[config.mk]
export PLATFORM = sky130hd
export DESIGN_NAME = pong_game_engine_flat
export DESIGN_NICKNAME = d
export VERILOG_FILES = /design/src/rtl/pong_game_engine_if.sv /design/src/rtl/pong_game_engine.sv /design/src/flat_wrapper.sv
export SDC_FILE = /design/constraint.sdc
export NUM_CORES = 1
export LEC_CHECK = 0
export ABC_AREA = 0
export CAP_MARGIN = 20
export CORE_ASPECT_RATIO = 1.4
export CORE_MARGIN = 3
export CORE_UTILIZATION = 56
export CTS_CLUSTER_SIZE = 40
export DETAILED_ROUTE_END_ITERATION = 7
export PLACE_DENSITY_LB_ADDON = 0.3
export SYNTH_ARGS = -nofsm -noshare
export SYNTH_HDL_FRONTEND = slang
export SYNTH_SLANG_ARGS = --single-unit
[constraint.sdc]
create_clock -name board_clk -period 5.1 [get_ports board_clk]
set_clock_uncertainty 0.1 [all_clocks]
set_input_delay 0.51 -clock board_clk [delete_from_list [all_inputs] [get_ports board_clk]]
set_output_delay 0.51 -clock board_clk [all_outputs]
set_load 0.005 [all_outputs]
[src/rtl/pong_game_engine_if.sv]
// Pong engine bus: paddle/control inputs toward the engine, ball/score/status back out.
interface pong_game_engine_if #(
  parameter int unsigned SCORE_W = 4
);
  logic               tick;
  logic               start;
  logic [9:0]         p1_y;
  logic [9:0]         p2_y;
  logic [10:0]        ball_x;
  logic [9:0]         ball_y;
  logic [SCORE_W-1:0] score1;
  logic [SCORE_W-1:0] score2;
  logic               point_pulse;
  logic               game_over;
  logic               winner;
  logic [2:0]         state;

  modport master (
    output tick, start, p1_y, p2_y,
    input  ball_x, ball_y, score1, score2, point_pulse, game_over, winner, state
  );

  modport slave (
    input  tick, start, p1_y, p2_y,
    output ball_x, ball_y, score1, score2, point_pulse, game_over, winner, state
  );
endinterface

[src/rtl/pong_game_engine.sv]
// Pong game core: ball motion, wall/paddle bounce, scoring, serve hold and win detection.
// Advances once per frame tick. Optional build macro PONG_BALL_SPEEDUP_EN makes each
// paddle hit raise the ball step by one, up to MAX_SPEED.
module pong_game_engine #(
  parameter int unsigned SCREEN_W    = 640,
  parameter int unsigned SCREEN_H    = 480,
  parameter int unsigned BALL_SIZE   = 10,
  parameter int unsigned PAD_W       = 10,
  parameter int unsigned PAD_H       = 50,
  parameter int unsigned P1_X        = 20,
  parameter int unsigned P2_X        = 620,
  parameter int unsigned SPEED       = 2,
  parameter int unsigned MAX_SPEED   = 6,
  parameter int unsigned SCORE_W     = 4,
  parameter int unsigned WIN_SCORE   = 9,
  parameter int unsigned SERVE_TICKS = 60
) (
  input logic               board_clk,
  input logic               reset,
  pong_game_engine_if.slave bus
);

  localparam int unsigned XW  = 11;
  localparam int unsigned YW  = 10;
  localparam int unsigned XW1 = XW + 1;
  localparam int unsigned YW1 = YW + 1;
  localparam int unsigned CW  = $clog2(SERVE_TICKS + 1);

  localparam logic [XW-1:0]      X_MAX     = XW'(SCREEN_W - BALL_SIZE);
  localparam logic [YW-1:0]      Y_MAX     = YW'(SCREEN_H - BALL_SIZE);
  localparam logic [XW-1:0]      X_CTR     = XW'((SCREEN_W - BALL_SIZE) / 2);
  localparam logic [YW-1:0]      Y_CTR     = YW'((SCREEN_H - BALL_SIZE) / 2);
  localparam logic [YW-1:0]      PAD_Y_MAX = YW'(SCREEN_H - PAD_H);
  localparam logic [XW-1:0]      P1_FACE   = XW'(P1_X + PAD_W);
  localparam logic [XW-1:0]      P2_FACE   = XW'(P2_X - BALL_SIZE);
  localparam logic [YW-1:0]      SPD_INIT  = YW'(SPEED);
  localparam logic [SCORE_W-1:0] WIN_M1    = SCORE_W'(WIN_SCORE - 1);
  localparam logic [CW-1:0]      SERVE_END = CW'(SERVE_TICKS - 1);

  // Scores must not wrap before reaching the winning value.
  if (WIN_SCORE >= (1 << SCORE_W) || MAX_SPEED < SPEED) begin : g_param_chk
    $error("pong_game_engine: WIN_SCORE must fit in SCORE_W and MAX_SPEED >= SPEED");
  end

  typedef enum logic [2:0] {
    IDLE      = 3'd0,
    SERVE     = 3'd1,
    MOVE      = 3'd2,
    CHECK     = 3'd3,
    GAME_OVER = 3'd4
  } state_t;

  state_t             state_q;
  logic [XW-1:0]      ball_x_q;
  logic [YW-1:0]      ball_y_q;
  logic [SCORE_W-1:0] score1_q, score2_q;
  logic               point_pulse_q, game_over_q, winner_q;
  logic               dx_q, dy_q;
  logic [YW-1:0]      speed_q;
  logic [CW-1:0]      serve_cnt_q;
  logic [YW-1:0]      p1_lat_q, p2_lat_q;
  logic               start_q;

  logic [XW1-1:0] bx_right_c, x_up_c;
  logic [YW1-1:0] by_bot_c, y_up_c, p1_bot_c, p2_bot_c;
  logic [XW-1:0]  x_next_c;
  logic [YW-1:0]  y_next_c, spd_hit_c;
  logic           p1_hit_c, p2_hit_c;

  function automatic logic [YW-1:0] pad_clamp(input logic [YW-1:0] p);
    return (p > PAD_Y_MAX) ? PAD_Y_MAX : p;
  endfunction

  // Saturating step, collision tests and hit speed for the current ball state.
  always_comb begin
    bx_right_c = XW1'(ball_x_q) + XW1'(BALL_SIZE);
    by_bot_c   = YW1'(ball_y_q) + YW1'(BALL_SIZE);
    p1_bot_c   = YW1'(p1_lat_q) + YW1'(PAD_H);
    p2_bot_c   = YW1'(p2_lat_q) + YW1'(PAD_H);
    x_up_c     = XW1'(ball_x_q) + XW1'(speed_q);
    y_up_c     = YW1'(ball_y_q) + YW1'(speed_q);

    if (dx_q) x_next_c = (x_up_c > XW1'(X_MAX)) ? X_MAX : x_up_c[XW-1:0];
    else      x_next_c = (ball_x_q < XW'(speed_q)) ? '0 : ball_x_q - XW'(speed_q);
    if (dy_q) y_next_c = (y_up_c > YW1'(Y_MAX)) ? Y_MAX : y_up_c[YW-1:0];
    else      y_next_c = (ball_y_q < speed_q) ? '0 : ball_y_q - speed_q;

    p1_hit_c = !dx_q && (ball_x_q <= P1_FACE) && (bx_right_c > XW1'(P1_X)) &&
               (by_bot_c > YW1'(p1_lat_q)) && (YW1'(ball_y_q) < p1_bot_c);
    p2_hit_c = dx_q && (bx_right_c >= XW1'(P2_X)) && (ball_x_q < XW'(P2_X + PAD_W)) &&
               (by_bot_c > YW1'(p2_lat_q)) && (YW1'(ball_y_q) < p2_bot_c);

`ifdef PONG_BALL_SPEEDUP_EN
    spd_hit_c = (speed_q >= YW'(MAX_SPEED)) ? YW'(MAX_SPEED) : speed_q + YW'(1);
`else
    spd_hit_c = speed_q;
`endif
  end

  // Game FSM with all outputs registered.
  always_ff @(posedge board_clk or posedge reset) begin
    if (reset) begin
      state_q       <= IDLE;
      ball_x_q      <= X_CTR;
      ball_y_q      <= Y_CTR;
      score1_q      <= '0;
      score2_q      <= '0;
      point_pulse_q <= 1'b0;
      game_over_q   <= 1'b0;
      winner_q      <= 1'b0;
      dx_q          <= 1'b1;
      dy_q          <= 1'b1;
      speed_q       <= SPD_INIT;
      serve_cnt_q   <= '0;
      p1_lat_q      <= '0;
      p2_lat_q      <= '0;
      start_q       <= 1'b0;
    end else begin
      point_pulse_q <= 1'b0;
      start_q       <= bus.start;
      unique case (state_q)
        IDLE: begin
          ball_x_q <= X_CTR;
          ball_y_q <= Y_CTR;
          score1_q <= '0;
          score2_q <= '0;
          dx_q     <= 1'b1;
          if (bus.start) begin
            state_q     <= SERVE;
            serve_cnt_q <= '0;
          end
        end
        SERVE: begin
          ball_x_q <= X_CTR;
          ball_y_q <= Y_CTR;
          if (bus.tick) begin
            if (serve_cnt_q == SERVE_END) begin
              serve_cnt_q <= '0;
              state_q     <= MOVE;
            end else begin
              serve_cnt_q <= serve_cnt_q + CW'(1);
            end
          end
        end
        MOVE: begin
          if (bus.tick) begin
            ball_x_q <= x_next_c;
            ball_y_q <= y_next_c;
            p1_lat_q <= pad_clamp(bus.p1_y);
            p2_lat_q <= pad_clamp(bus.p2_y);
            state_q  <= CHECK;
          end
        end
        CHECK: begin
          state_q <= MOVE;
          if (ball_y_q == '0)        dy_q <= 1'b1;
          else if (ball_y_q == Y_MAX) dy_q <= 1'b0;
          if (p1_hit_c) begin
            dx_q     <= 1'b1;
            ball_x_q <= P1_FACE;
            speed_q  <= spd_hit_c;
          end else if (p2_hit_c) begin
            dx_q     <= 1'b0;
            ball_x_q <= P2_FACE;
            speed_q  <= spd_hit_c;
          end else if (ball_x_q == '0 || ball_x_q == X_MAX) begin
            point_pulse_q <= 1'b1;
            ball_x_q      <= X_CTR;
            ball_y_q      <= Y_CTR;
            speed_q       <= SPD_INIT;
            serve_cnt_q   <= '0;
            state_q       <= SERVE;
            if (ball_x_q == '0) begin
              score2_q <= score2_q + SCORE_W'(1);
              dx_q     <= 1'b0;
              if (score2_q == WIN_M1) begin
                state_q     <= GAME_OVER;
                game_over_q <= 1'b1;
                winner_q    <= 1'b1;
              end
            end else begin
              score1_q <= score1_q + SCORE_W'(1);
              dx_q     <= 1'b1;
              if (score1_q == WIN_M1) begin
                state_q     <= GAME_OVER;
                game_over_q <= 1'b1;
                winner_q    <= 1'b0;
              end
            end
          end
        end
        GAME_OVER: begin
          if (bus.start && !start_q) begin
            state_q     <= IDLE;
            game_over_q <= 1'b0;
            score1_q    <= '0;
            score2_q    <= '0;
          end
        end
        default: state_q <= IDLE;
      endcase
    end
  end

  // Drive the bus from the registered state.
  assign bus.ball_x      = ball_x_q;
  assign bus.ball_y      = ball_y_q;
  assign bus.score1      = score1_q;
  assign bus.score2      = score2_q;
  assign bus.point_pulse = point_pulse_q;
  assign bus.game_over   = game_over_q;
  assign bus.winner      = winner_q;
  assign bus.state       = state_q;

endmodule
[src/flat_wrapper.sv]
// flat-port wrapper written by rule: the top's interface ports become plain ports
module pong_game_engine_flat 
#(
  parameter int unsigned SCREEN_W    = 640,
  parameter int unsigned SCREEN_H    = 480,
  parameter int unsigned BALL_SIZE   = 10,
  parameter int unsigned PAD_W       = 10,
  parameter int unsigned PAD_H       = 50,
  parameter int unsigned P1_X        = 20,
  parameter int unsigned P2_X        = 620,
  parameter int unsigned SPEED       = 2,
  parameter int unsigned MAX_SPEED   = 6,
  parameter int unsigned SCORE_W     = 4,
  parameter int unsigned WIN_SCORE   = 9,
  parameter int unsigned SERVE_TICKS = 60
)
  (board_clk, reset, bus_tick, bus_start, bus_p1_y, bus_p2_y, bus_ball_x, bus_ball_y, bus_score1, bus_score2, bus_point_pulse, bus_game_over, bus_winner, bus_state);
  pong_game_engine_if #(.SCORE_W(SCORE_W)) bus_i ();
  input logic board_clk;
  input logic reset;
  input wire logic [$bits(bus_i.tick)-1:0] bus_tick;
  input wire logic [$bits(bus_i.start)-1:0] bus_start;
  input wire logic [$bits(bus_i.p1_y)-1:0] bus_p1_y;
  input wire logic [$bits(bus_i.p2_y)-1:0] bus_p2_y;
  output wire logic [$bits(bus_i.ball_x)-1:0] bus_ball_x;
  output wire logic [$bits(bus_i.ball_y)-1:0] bus_ball_y;
  output wire logic [$bits(bus_i.score1)-1:0] bus_score1;
  output wire logic [$bits(bus_i.score2)-1:0] bus_score2;
  output wire logic [$bits(bus_i.point_pulse)-1:0] bus_point_pulse;
  output wire logic [$bits(bus_i.game_over)-1:0] bus_game_over;
  output wire logic [$bits(bus_i.winner)-1:0] bus_winner;
  output wire logic [$bits(bus_i.state)-1:0] bus_state;
  assign bus_i.tick = bus_tick;
  assign bus_i.start = bus_start;
  assign bus_i.p1_y = bus_p1_y;
  assign bus_i.p2_y = bus_p2_y;
  assign bus_ball_x = bus_i.ball_x;
  assign bus_ball_y = bus_i.ball_y;
  assign bus_score1 = bus_i.score1;
  assign bus_score2 = bus_i.score2;
  assign bus_point_pulse = bus_i.point_pulse;
  assign bus_game_over = bus_i.game_over;
  assign bus_winner = bus_i.winner;
  assign bus_state = bus_i.state;
  pong_game_engine #(.SCREEN_W(SCREEN_W), .SCREEN_H(SCREEN_H), .BALL_SIZE(BALL_SIZE), .PAD_W(PAD_W), .PAD_H(PAD_H), .P1_X(P1_X), .P2_X(P2_X), .SPEED(SPEED), .MAX_SPEED(MAX_SPEED), .SCORE_W(SCORE_W), .WIN_SCORE(WIN_SCORE), .SERVE_TICKS(SERVE_TICKS)) u_core (.board_clk(board_clk), .reset(reset), .bus(bus_i));
endmodule
; Yosys cells after proc, flatten, opt, wreduce, memory -nomap -nowiden
; Cells that the tools add are included.
[word_totals]
in_bits = 24
out_inout_bits = 35
reg_bits = 64
wordCells = 167
[classes]
n_lt_le_gt_ge = 14
n_addsub = 11
bitwise_logic = 2
reduce_logical = 34
eq_ne = 23
muxes = 69
[ops]
columns = operator, n
row1 = two-way mux 10 bit, 9
row2 = two-way mux 11 bit, 7
row3 = two-way mux 4 bit, 9
row4 = two-way mux 6 bit, 6
row5 = two-way mux 3 bit, 11
row6 = case mux 11 bit (3 select lines), 1
row7 = case mux 10 bit (3 select lines), 1
row8 = case mux 4 bit (3 select lines), 2
row9 = AND reduction 6 bit, 4
row10 = adder 10 x 6 -> 11 bit (second input constant), 2
row11 = > comparator 11 x 10 -> 1 bit, 2
row12 = less-than comparator 10 x 11 -> 1 bit, 2
row13 = > comparator 10 x 9 -> 1 bit (second input constant), 2
row14 = two-way mux 1 bit, 19
row15 = case mux 6 bit (3 select lines), 1
row16 = case mux 3 bit (5 select lines), 1
row17 = inequality test 2 bit (second input constant), 7
row18 = adder 11 x 2 -> 12 bit (second input constant), 1
row19 = adder 11 x 4 -> 12 bit (second input constant), 1
row20 = >= comparator 12 x 10 -> 1 bit (second input constant), 1
row21 = > comparator 12 x 10 -> 1 bit (second input constant), 1
row22 = > comparator 12 x 5 -> 1 bit (second input constant), 1
row23 = adder 10 x 2 -> 11 bit (second input constant), 1
row24 = adder 10 x 4 -> 11 bit (second input constant), 1
row25 = 35 further kinds, 60

; Depth between registers and ports, before layout
[logic_depth]
word_depth = 9
ltp_mapped = 15
mapped_depth_nobuf = 13

; Least setup slack after synthesis
; No wires, ideal clock.
[synth_path]
path_type = reg2reg
from = reg u_core.ball_y_q[1] (netlist: u_core.bus.ball_y[1])
to = reg u_core.ball_x_q[2] (netlist: u_core.bus.ball_x[2])
period_less_slack_ns = 3.642
t_required_ns = 4.875
slack_ns = 1.458
path_buffers = 2
stages_incl_launch_ff = 14
arrival_ns = 3.417
setup_time_ns = 0.125
path_cell_list = dfstp_2 > ha_1 > clkbuf_1 > o21ai_0 > xnor2_1 > ha_1 > nand4_1 > a211oi_1 > o221ai_1 > a2111o_1 > a311oi_2 > o31a_1 > buf_4 > mux2_2
[synth_via]
elab_chain_cells = 7
word_cells_on_any_way = 14
cone_classes = add/sub: 1 / order compare: 4 / eq/ne: 1 / mux: 3 / reduce/logical: 5
[synth_lines]
columns = element, line_no
row1 = start: declaration, pong_game_engine.sv:55  ; logic [YW-1:0] ball_y_q;
row2 = start signal: assignment, pong_game_engine.sv:148  ; ball_y_q <= y_next_c;
row3 = adder 10 x 4 -> 11 bit, pong_game_engine.sv:77  ; by_bot_c = YW1'(ball_y_q) + YW1'(BALL_SIZE);
row4 = > comparator 11 x 10 -> 1 bit, pong_game_engine.sv:91  ; (by_bot_c > YW1'(p2_lat_q)) && (YW1'(ball_y_q) < p2_bot_c);
row5 = logical AND 1 bit, pong_game_engine.sv:90  ; p2_hit_c = dx_q && (bx_right_c >= XW1'(P2_X)) && (ball_x_q < XW'(P2_X + PAD_W)) &&
row6 = logical AND 1 bit, pong_game_engine.sv:91
row7 = two-way mux 11 bit, pong_game_engine.sv:162  ; end else if (p2_hit_c) begin
row8 = two-way mux 11 bit, pong_game_engine.sv:158  ; if (p1_hit_c) begin
row9 = case mux 11 bit (3 select lines), pong_game_engine.sv:121  ; unique case (state_q)
row10 = end signal: assignment, pong_game_engine.sv:147  ; ball_x_q <= x_next_c;
row11 = end: declaration, pong_game_engine.sv:54  ; logic [XW-1:0] ball_x_q;
; Several ways; a longest one is shown, not always the timed one.
; A chain may end at the register's enable or synchronous reset.

; Worst setup path after layout
[layout_path]
from = reg u_core.ball_y_q[4] (netlist: u_core.bus.ball_y[4])
to = reg u_core.ball_x_q[2] (netlist: u_core.bus.ball_x[2])
; The elaborated chain is that of the path after synthesis.

==> summary.txt <==
status -> finished, final reports clean
fillcell total -> 854
Mapped Cells -> 719
reg-to-reg endpoint -> u_core.bus.ball_x[2]
1st-iter DRT viols -> 507
Net Sw Frac -> 0.479
CTS max path bufs -> 2
via count -> 5887
Multi-input gate area -> 0.00385 mm^2
Synth-to-Final Area Change -> 15.3%
post-synthesis sequential area ratio -> 0.279
placed cell areas -> 0.00639 mm^2
CP arrival -> 4340 ps
Site Rows -> 43
Fin Setup TNS -> 0 ps
vias per inst -> 6.61
fin util -> 0.669
Setup crit end -> u_core.bus.ball_x[2]
wirelength, routed -> 16900 um
I/O Pins -> 59
final instance area -> 0.00670 mm^2
Ant. Diodes -> 0
XOR/XNOR Fraction of Synth Area -> 0.0438
overall power -> 3.95 mW
# Post-CTS Setup Buffers -> 0
simple-gate share of the synthesized area -> 0.231
total global-route track usage -> 0.298
first-pass GRT wire length -> 28200 um
Synth top area share -> 0.216
final net count -> 827
Crit. End Element -> flop
CTS Hold Bufs -> 0
Hold Crit Class -> reg2reg
FF+latch area -> 0.00162 mm^2
Top FF cell, synth -> dfrtp_1
port bufs -> 58
FF+latch count, synth -> 64
Critical Path Source -> u_core.bus.ball_y[4]
Synth Area in Compound Gates -> 0.256
fmax -> 237 MHz
pwr dens -> 589 mW/mm^2
Max FO, Critical Path -> 18
hpwl dp -> 12500 um
part of the power in registers -> 0.264
Worst Setup Start Kind -> flop
chip width -> 92.1 um
min cycle time layout -> 4220 ps
syn_area_per_cell -> 8.07 um^2
Reg clk slew, reported paths -> 50 ps
average wire per standard cell -> 18.9 um
Final Cycle Share -> 0.828
CORE AREA -> 0.0100 mm^2
initial antenna violation count -> 0
max-cap violations -> 0
worst-skew pair later-pin latency -> 340 ps
Crit Path Class -> reg2reg
Logic pwr share -> 0.578
Final setup viols -> 0
R2R depth -> 12
Synth Area in Adders -> 0.112
vias in the first global route -> 5851
die area -> 0.0116 mm^2
worst flop-to-flop path startpoint -> u_core.bus.ball_y[4]
Post-DRT Antenna Nets -> 0
yosys warns -> 0
Initial Util -> 0.580
htree depth -> 3
Clock Tree Root -> clkbuf_16
Int Power -> 2.05 mW
CTS tree -> done
multiplexer share of the synthesized area -> 0.0203
clock sinks -> 64
height of the die -> 126 um
layout cells sized above 1 -> 0.0741
max-slew violations -> 0
final hold vios -> 0
measured slew at the worst slew-check pin -> 829 ps
LEAKAGE -> 2.75 nW
post-synthesis net count -> 795
combinational family with the most area after synthesis -> compound AO/OA/AOI/OAI gates
leading area contributor after synthesis -> dfrtp_1
largest net degree at the start of global routing -> 65
Pre-antenna DRT Iters -> 6
Psw -> 1.89 mW
PostCTS Resize Cnt -> 0
DRC violations left -> 0
clock group share of total power -> 0.158
GR Overflow Total -> 0
Worst slew margin -> 0.447
ranking of synthesized cells by area -> dfrtp_1, ha_1, dfstp_2
Post-synth EDFFs -> 0
Placer Congestion -> 1.01
top-count cell post-synth -> nor2_1
CP required -> 5220 ps
Worst R2R Setup Slack -> 880 ps
post-synthesis cell type count -> 78
Peak supply drop -> 300 uV
Synth async-reset ratio -> 1.00
Synth Cell Area -> 0.00581 mm^2
CTS Buf Count -> 9
unrepaired setup endpoints after global routing -> false
Commonest cells post-synth -> nor2_1, nand2_1, a21oi_1
[layout by cell type (no fill, tap or decap), types with 7 or more instances in the layout]
cell and n:
xnor2_1 21, nor3_1 24, o31ai_1 10, dfrtp_1 50, a211oi_1 12, nand2b_1 14, nor2_1 70, xor2_1 8
nand3_1 18, clkdlybuf4s50_1 58, o21ai_0 49, a21oi_1 56, and3_1 8, o22ai_1 7, clkbuf_16 9, inv_1 43
nor4_1 10, dfstp_2 14, nand2_1 59, nand4_1 15, ha_1 52, o211ai_1 8
[final cells by class]
cell class / count / share of cell area
Tap cell: 135 / 0.0252
Sequential cell: 64 / 0.242
Clock inverter: 3 / 0.00598
Clock buffer: 13 / 0.0389
Multi-Input combinational cell: 572 / 0.574
Inverter: 44 / 0.0247
Timing Repair Buffer: 60 / 0.0890
[logic make-up (layout without fill, tap and decap cells)]
| logic type | Yosys count | count (layout) |
|---|---|---|
| DFF | 64 | 64 |
| muxes | 11 | 11 |
| xor gates and xnor gates | 29 | 29 |
| and+or+nand+nor | 261 | 261 |
| adders and majority gates | 52 | 52 |
| buffers and inverters | 83 | 120 |
| AOI/OAI and AO/OA | 219 | 219 |
[how the worst min path moves through the flow]
stage | from | endpoint | slack, ps | depth (start not counted)
6_report | u_core.serve_cnt_q[1] | u_core.serve_cnt_q[1] | 410 | 2
5_1_grt | u_core.bus.winner | u_core.bus.winner | 440 | 1
4_1_cts | u_core.serve_cnt_q[1] | u_core.serve_cnt_q[1] | 410 | 2
3_5_place_dp | u_core.serve_cnt_q[1] | u_core.serve_cnt_q[1] | 400 | 2
3_3_place_gp | u_core.serve_cnt_q[4] | u_core.serve_cnt_q[4] | 390 | 1
2_1_floorplan | u_core.p1_lat_q[0] | u_core.p1_lat_q[0] | 360 | 2
[metal layers]
| metal | track usage | wire length [um] |
|---|---|---|
| met1 | 0.340 | 6370 |
| met5 | 0 | 0 |
| met3 | 0.0516 | 1100 |
| met4 | 0.186 | 998 |
| met2 | 0.513 | 8410 |
[power groups by stage]
stage / clock [mW] / combinational, mW / sequential, mW
after floorplan: 0 / 1.79 / 0.808
after global placement: 0 / 2.16 / 1.02
after detailed placement: 0 / 2.23 / 1.03
after CTS: 0.633 / 2.25 / 1.02
after global routing: 0.655 / 2.55 / 1.07
final: 0.625 / 2.28 / 1.04
[registers in the layout, indices dropped and copies added (netlist names)]
name and count:
u_core.bus.score2 4, u_core.dy_q 1, u_core.bus.game_over 1, u_core.bus.point_pulse 1, u_core.p1_lat_q 10, u_core.start_q 1, u_core.dx_q 1, u_core.bus.ball_x 11
u_core.serve_cnt_q 6, u_core.p2_lat_q 10, u_core.bus.ball_y 10, u_core.bus.winner 1, u_core.bus.score1 4, u_core.bus.state 3
[worst max-delay path, stage by stage, from the launching register on]
cell	delay, ps
dfrtp_1	730
nand2_1	250
nor2_1	240
o211ai_1	150
xnor2_1	200
ha_1	330
inv_1	60
o221ai_1	150
o221ai_1	130
a2111o_1	430
a311oi_2	520
o31a_1	430
mux2_2	390
[through the flow]
step                      hold WS (ps)  setup slack (ps)  instances
after floorplan                    360              1460        719
after CTS                          413               972        891
final                              408               879        891
after detailed placement           402               986        875
after global routing               437               694        891
after global placement             393              1120        875
Power figures use the tool's default switching activity.
